File: config.mk
export PLATFORM = sky130hd
export DESIGN_NAME = go_debounce
export DESIGN_NICKNAME = d
export VERILOG_FILES = /design/src/rtl/go_debounce_pkg.sv /design/src/rtl/go_debounce_btn_sync.sv /design/src/rtl/go_debounce.sv
export SDC_FILE = /design/constraint.sdc
export NUM_CORES = 1
export LEC_CHECK = 0
export ABC_AREA = 1
export CAP_MARGIN = 20
export CORE_ASPECT_RATIO = 0.6
export CORE_MARGIN = 2
export CORE_UTILIZATION = 56
export CTS_BUF_LIST = sky130_fd_sc_hd__clkbuf_2 sky130_fd_sc_hd__clkbuf_4 sky130_fd_sc_hd__clkbuf_8
export CTS_CLUSTER_SIZE = 8
export DETAILED_ROUTE_END_ITERATION = 10
export PLACE_DENSITY = 0.77
export SETUP_SLACK_MARGIN = 0.4
export SLEW_MARGIN = 25
export SYNTH_ARGS = -nofsm -noshare
export SYNTH_HDL_FRONTEND = slang
export SYNTH_SLANG_ARGS = --single-unit
File: constraint.sdc
create_clock -name clk -period 1.4 [get_ports clk]
set_clock_uncertainty 0.05 [all_clocks]
set_input_delay 0.14 -clock clk [delete_from_list [all_inputs] [get_ports clk]]
set_output_delay 0.14 -clock clk [all_outputs]
set_load 0.01 [all_outputs]
File: src/rtl/go_debounce_pkg.sv
// Shared definitions for the Go push-button conditioner: one-hot state
// encodings, the state type and the board-default debounce length.
package go_debounce_pkg;

    // One-hot state encodings.
    localparam logic [3:0] S_LO   = 4'b0001;
    localparam logic [3:0] S_RISE = 4'b0010;
    localparam logic [3:0] S_HI   = 4'b0100;
    localparam logic [3:0] S_FALL = 4'b1000;

    typedef enum logic [3:0] {
        ST_LO   = S_LO,
        ST_RISE = S_RISE,
        ST_HI   = S_HI,
        ST_FALL = S_FALL
    } state_e;

    // 10 ms of stable input at the 50 MHz board clock.
    localparam int DB_CYCLES_50MHZ = 500000;

    // True while a candidate edge is being qualified.
    function automatic logic is_busy(input state_e st);
        return (st == ST_RISE) || (st == ST_FALL);
    endfunction

endpackage

File: src/rtl/go_debounce_btn_sync.sv
// Multi-flop synchroniser for an asynchronous board button. All stages
// clear on synchronous reset; the last stage is the only usable output.
module btn_sync #(
    parameter int SYNC_STAGES = 2
) (
    input  logic clk,
    input  logic rst,
    input  logic d_in,
    output logic q_out
);

    logic [SYNC_STAGES-1:0] sync_q;
    logic [SYNC_STAGES-1:0] sync_d;

    // Shift the raw level one stage deeper each cycle.
    always_comb begin
        sync_d = {sync_q[SYNC_STAGES-2:0], d_in};
    end

    // Chain registers, cleared by synchronous reset.
    always_ff @(posedge clk) begin
        if (rst) begin
            sync_q <= '0;
        end else begin
            sync_q <= sync_d;
        end
    end

    assign q_out = sync_q[SYNC_STAGES-1];

endmodule

File: src/rtl/go_debounce.sv
// Debounced Go button: synchroniser, edge-qualification FSM and counter,
// registered level plus optional single-cycle edge pulses.
// Build option: define GO_DEBOUNCE_EDGE_OUT_EN to implement go_rise/go_fall;
// without it both ports are tied low and no edge registers exist.
//
// state  | meaning
// S_LO   | go low, input stable low
// S_RISE | go low, counting consecutive high samples
// S_HI   | go high, input stable high
// S_FALL | go high, counting consecutive low samples
module go_debounce
    import go_debounce_pkg::*;
#(
    parameter int DB_CYCLES   = DB_CYCLES_50MHZ,
    parameter int CNT_W       = 19,
    parameter int SYNC_STAGES = 2
) (
    input  logic clk,
    input  logic rst,
    input  logic btn_raw,
    output logic go,
    output logic go_rise,
    output logic go_fall,
    output logic db_busy
);

    localparam logic [CNT_W-1:0] CNT_LAST = CNT_W'(DB_CYCLES - 1);
    localparam logic [CNT_W-1:0] CNT_ONE  = CNT_W'(1);

    logic             s;
    state_e           state_q, state_d;
    logic [CNT_W-1:0] cnt_q, cnt_d;
    logic             go_q, go_d;
    logic             accept_rise, accept_fall;

    btn_sync #(
        .SYNC_STAGES(SYNC_STAGES)
    ) u_btn_sync (
        .clk  (clk),
        .rst  (rst),
        .d_in (btn_raw),
        .q_out(s)
    );

    // The edge that moves go is the terminal count of a qualification run.
    assign accept_rise = (state_q == ST_RISE) && s && (cnt_q == CNT_LAST);
    assign accept_fall = (state_q == ST_FALL) && !s && (cnt_q == CNT_LAST);

    // Next-state, counter and level logic; any bounce back aborts the run.
    always_comb begin
        state_d = state_q;
        cnt_d   = cnt_q;
        go_d    = go_q;
        case (state_q)
            ST_LO: begin
                if (s) begin
                    state_d = ST_RISE;
                    cnt_d   = CNT_ONE;
                end
            end
            ST_RISE: begin
                if (!s) begin
                    state_d = ST_LO;
                    cnt_d   = '0;
                end else if (cnt_q == CNT_LAST) begin
                    state_d = ST_HI;
                    go_d    = 1'b1;
                    cnt_d   = '0;
                end else begin
                    cnt_d = cnt_q + CNT_ONE;
                end
            end
            ST_HI: begin
                if (!s) begin
                    state_d = ST_FALL;
                    cnt_d   = CNT_ONE;
                end
            end
            ST_FALL: begin
                if (s) begin
                    state_d = ST_HI;
                    cnt_d   = '0;
                end else if (cnt_q == CNT_LAST) begin
                    state_d = ST_LO;
                    go_d    = 1'b0;
                    cnt_d   = '0;
                end else begin
                    cnt_d = cnt_q + CNT_ONE;
                end
            end
            default: begin
                // Corrupted encoding: park low silently.
                state_d = ST_LO;
                go_d    = 1'b0;
                cnt_d   = '0;
            end
        endcase
    end

    // State, counter and go level registers.
    always_ff @(posedge clk) begin
        if (rst) begin
            state_q <= ST_LO;
            cnt_q   <= '0;
            go_q    <= 1'b0;
        end else begin
            state_q <= state_d;
            cnt_q   <= cnt_d;
            go_q    <= go_d;
        end
    end

    assign go      = go_q;
    assign db_busy = is_busy(state_q);

`ifdef GO_DEBOUNCE_EDGE_OUT_EN
    logic rise_q, rise_d;
    logic fall_q, fall_d;

    // Pulses coincide with the first cycle of the new go level.
    always_comb begin
        rise_d = accept_rise;
        fall_d = accept_fall;
    end

    // Edge pulse registers; reset never produces a pulse.
    always_ff @(posedge clk) begin
        if (rst) begin
            rise_q <= 1'b0;
            fall_q <= 1'b0;
        end else begin
            rise_q <= rise_d;
            fall_q <= fall_d;
        end
    end

    assign go_rise = rise_q;
    assign go_fall = fall_q;
`else
    logic unused_accept;
    assign unused_accept = accept_rise ^ accept_fall;
    assign go_rise = 1'b0;
    assign go_fall = 1'b0;
`endif

endmodule

Word-level counts from Yosys, hierarchy flattened
Cells that the tools add are included.
{"block": "word_totals", "inputBits": 3, "reg_bits": 26, "word_cells": 42}
{"block": "op_classes", "eq_ne": 13, "addsub": 1, "mux": 18, "reduce_logical": 5, "bitwise": 1}
{"op": "$mux 19", "n": 5}
{"op": "$pmux 19 s4", "n": 1}
{"op": "$mux 4", "n": 6}
{"op": "$add 19x1->19 const B", "n": 1}
{"op": "$eq 19x19->1 const B", "n": 1}
{"op": "$pmux 4 s4", "n": 1}
{"op": "$ne 2x1->1 const B", "n": 3}
{"op": "$ne 2x2->1 const B", "n": 3}
{"op": "$reduce_and 5->1", "n": 1}
{"op": "$eq 4x1->1 const B", "n": 1}
{"op": "$eq 4x2->1 const B", "n": 1}
{"op": "$eq 4x3->1 const B", "n": 1}
{"op": "$eq 4x4->1 const B", "n": 1}
{"op": "$mux 1", "n": 4}
{"op": "$reduce_and 4->1", "n": 1}
{"op": "$ne 3x2->1 const B", "n": 1}
{"op": "$ne 3x3->1 const B", "n": 1}
{"op": "$pmux 1 s3", "n": 1}
{"op": "$reduce_and 2->1", "n": 1}
{"op": "$reduce_or 2->1", "n": 1}
{"op": "$logic_or 1x1->1", "n": 1}
{"op": "$not 1->1", "n": 1}

Logic depth before layout (Yosys ltp)
{"block": "depth", "ltp_word": 4, "mapped_depth": 11, "depth_no_buf": 11}

Cells and area by module
From an unflattened synthesis, not the netlist that was laid out.
{"block": "hier_totals", "cells_unflattened": 255, "area_unflattened_um2": 1651.6}
{"mod": "go_debounce", "cells_each": 249, "seq_area_each_um2": 480.5, "instances": 1, "area_each_um2": 1596.5}
{"mod": "btn_sync", "cells_each": 6, "seq_area_each_um2": 40.0, "instances": 1, "area_each_um2": 55.1}

Worst setup path after synthesis
Ideal clock, no wire load.
{"block": "synth_path", "kind": "flip-flop to flip-flop", "startpoint": "register cnt_q[0]", "endpoint": "register cnt_q[16]", "path_stages_with_launch": 9, "arrival_time_ns": 1.371, "required_time_ns": 1.235, "synth_period_minus_slack_ns": 1.535, "setup_ns": 0.115, "slack_ns": -0.135, "cell_sequence": "dfxtp_1 ha_1 nand3_4 nor2_2 nand3_4 nand3_4 nand3_4 nand2_2 nor2_1"}
{"block": "synth_between", "elab_chain_len": 4, "word_cells_on_any_way": 6, "cone_classes": "1 x add/sub; 1 x eq/ne; 4 x mux"}
{"element": "from (decl)", "line_no": "go_debounce.sv:32", "text": "logic [CNT_W-1:0] cnt_q, cnt_d;"}
{"element": "from (signal assigned)", "line_no": "go_debounce.sv:108", "text": "cnt_q <= cnt_d;"}
{"element": "$add 19x1->19 / $eq 19x19->1 (equally long branches)"}
{"element": "$mux 19 (*)", "line_no": "go_debounce.sv:65, go_debounce.sv:83"}
{"element": "$mux 19 (on tied branches)", "line_no": "go_debounce.sv:80, go_debounce.sv:62"}
{"element": "$pmux 19 s4 (*)", "line_no": "go_debounce.sv:54", "text": "case (state_q)"}
Mark *: on every way between the ends. The rest lies on a longest branch, timed or not.
A chain may end at the register's enable or synchronous reset.

Final worst setup path
{"block": "layout_path", "startpoint": "register cnt_q[7]", "endpoint": "register cnt_q[18]"}
The elaborated chain is that of the path after synthesis.

==> impl_metrics.env <==
export IMPL_die_w_um=74.48
export IMPL_rows=15
export IMPL_ctsHoldBuffers=0
export IMPL_synth_area_per_cell_um2=6.730
export IMPL_die_area_um2=3448
export IMPL_cp_common_cell="nand2_1"
export IMPL_ys_top_cells_by_count="nand2_1, inv_1, nor2_1"
export IMPL_multi_input_area_um2=1100
export IMPL_max_freq_mhz=632.5
export IMPL_timing_final_crit_share_pct=112.9
export IMPL_p_per_area_nw_per_um2=676.8
export IMPL_cp_end_kind="register"
export IMPL_finalSetupViolCount=24
export IMPL_dr_wl_met2_um=2556
export IMPL_cts_tree="yes"
export IMPL_critPathSlowestCell="dfxtp_4"
export IMPL_synth_ff_type="dfxtp_1"
export IMPL_first_pass_iters=6
export IMPL_ys_types=34
export IMPL_async_flop_share_pct=0
export IMPL_max_cap_violations=0
export IMPL_stdcell_area_um2=2402
export IMPL_routed_wl_met3_um=679
export IMPL_htree_levels=1
export IMPL_ys_seq_area_share_pct=31.18
export IMPL_slew_viol_final=0
export IMPL_ir_worst_vdd_mv=0.6434
export IMPL_hold_viol=0
export IMPL_wl_per_cell_um=16.50
export IMPL_diodes=0
export IMPL_fin_nets=305
export IMPL_grt_pass1_wl_um=7279
export IMPL_syn_to_final_growth_pct=43.93
export IMPL_core_um2=2853
export IMPL_synth_area_leaders="dfxtp_1, nand2_1, inv_1, nor2_1, nand4_1"
export IMPL_slowest_delay_ps=390
export IMPL_grt_util_all_layers_pct=29.00
export IMPL_clkLatencyLatePin_ps=280
export IMPL_finalCriticalPeriod_ps=1581
export IMPL_synth_warnings=0
export IMPL_synth_area_leader_cell="dfxtp_1"
export IMPL_drive_gt1_share_pct=42.67
export IMPL_syn_cell_area_um2=1669
export IMPL_dp_hpwl_um=3189
export IMPL_viasPerCell=5.728
export IMPL_cts_buffer_depth=2
export IMPL_syn_inst=248
export IMPL_cts_root_buf="clkbuf_8"
export IMPL_outcome="finished with violations"
export IMPL_fin_util_pct=84.21
export IMPL_start_util_pct=58.51
export IMPL_crit_type="register to register"
export IMPL_ys_ff_latch=26
export IMPL_p_leak_uw=0.001071
export IMPL_violations="setup timing"
export IMPL_antenna_found_initial=0
export IMPL_whs_ps=335.9
export IMPL_port_buffer_count=4
export IMPL_vias=1959
export IMPL_numCtsBuffers=3
export IMPL_fp_dieH_um=46.29
export IMPL_drc=0
export IMPL_start_kind="register"
export IMPL_rsz0062_at_grt="true"
export IMPL_ant_nets=0
export IMPL_setup_slack_ps=-181.0
export IMPL_clkTransAtPathRegs_ps=100
export IMPL_drt_iter0_markers=222
export IMPL_grt_pass1_vias=1535
export IMPL_grt_max_degree=16
export IMPL_synth_edf_count=0
export IMPL_wirelength_um=5643
export IMPL_clock_sinks=26
export IMPL_met1_length_um=2190
export IMPL_synthMostInstantiatedCell="nand2_1"
export IMPL_ff_latch_area_um2=561.8
export IMPL_overflow=0
export IMPL_placed_area_um2=2051
export IMPL_yosysTopAreaCellShare_pct=31.18
export IMPL_rrSetupSlack_ps=-180
export IMPL_io_pins=7
export IMPL_cp_max_fo=4
export IMPL_required_ps=1560
export IMPL_hold_class="primary input to register"
export IMPL_critPathArrivalTime_ps=1740
export IMPL_dp_slack_ps=-126.3
export IMPL_top_layer_used="met4"
export IMPL_fill_cells=165
export IMPL_worstPathCellList="nand2_1, inv_2, nand2_2, nor2_4, nand4_2, nor2_4, nand2_1, nand2_1, nand2_1, nor2_1"
export IMPL_place_gp_congestion=0.8077
-- critical path: cells and delay by family (launching register included) --
family | cells | cell delay, ps
flops | 1 | 390
buf+inv | 1 | 100
simple gates | 9 | 970
-- stage by stage --
step | TNS, ps | power (uW) | std cells
finish | -1969 | 1626 | 342
global route | -3457 | 1671 | 342
CTS | -829.1 | 1608 | 336
detailed placement | -1348 | 949.7 | 327
floorplan | -12.97 | 888.7 | 249
global placement | -665.9 | 947.4 | 327
-- path summary, 6_finish.rpt --
path,from,cells after the start,to
worst max register to register,cnt_q[7],10,cnt_q[18]
worst min-delay path,btn_raw,3,u_btn_sync.sync_q[0]
worst max-delay path,cnt_q[7],10,cnt_q[18]
worst min register to register,u_btn_sync.sync_q[0],2,u_btn_sync.sync_q[1]
-- kinds of logic after synthesis --
logic type / synth area share (%)
compound gates: 7.722
xor+xnor: 2.624
simple gates: 44.23
fa+ha+maj: 0.7495
buf+inv: 12.67
other cells: 0.2247
mux: 0.5997
flops: 31.18
-- repair_timing --
action                                  in CTS  in global routing
buffers inserted                             3                  6
endpoints found under the setup margin      26                 25
pin swaps                                   16                 24
cloned                                       2                  0
gates resized for setup                     35                 45
hold endpoints to repair                     0                  0
-- layer usage --
| layer | global-route usage (%) | up-vias |
|---|---|---|
| met2 | 45.49 | 138 |
| li1 | - | 896 |
| met5 | 0 | - |
| met3 | 6.346 | 32 |
| met1 | 40.61 | 893 |
| met4 | 7.857 | 0 |
-- cells in the final DEF (no fill, tap or decap), types with 3 or more instances in the layout --
master,n
nor2_1,20
nor2_4,8
clkbuf_8,3
nor2_2,8
nand4_1,16
buf_4,38
inv_1,34
a21oi_1,6
o21bai_1,3
dfxtp_2,12
xor2_1,3
buf_6,10
dfxtp_1,7
nand2_1,58
inv_4,3
nand2_2,8
dfxtp_4,7
nand2_4,3
nand3_1,15
inv_2,5
nand3_4,6
-- sequential cells by signal, summed over array words and instances (netlist names) --
| name | cells |
|---|---|
| go | 1 |
| u_btn_sync.sync_q | 2 |
| state_q | 4 |
| cnt_q | 19 |
-- final cells by class --
| class | count | share of cell area, % |
|---|---|---|
| clock inverters | 1 | 1.250 |
| flip-flops and latches | 26 | 23.39 |
| repair buffers | 52 | 18.44 |
| well taps | 42 | 2.188 |
| clock buffers | 3 | 1.719 |
| inverters | 42 | 7.083 |
| multi-input cells | 175 | 45.78 |
| repair inverters | 1 | 0.1563 |
-- where the power goes --
group	switching, uW	internal [uW]
sequential	12.0	740
combinational	138	98.2
clock	254	383
total	404	1220
Power figures use the tool's default switching activity.
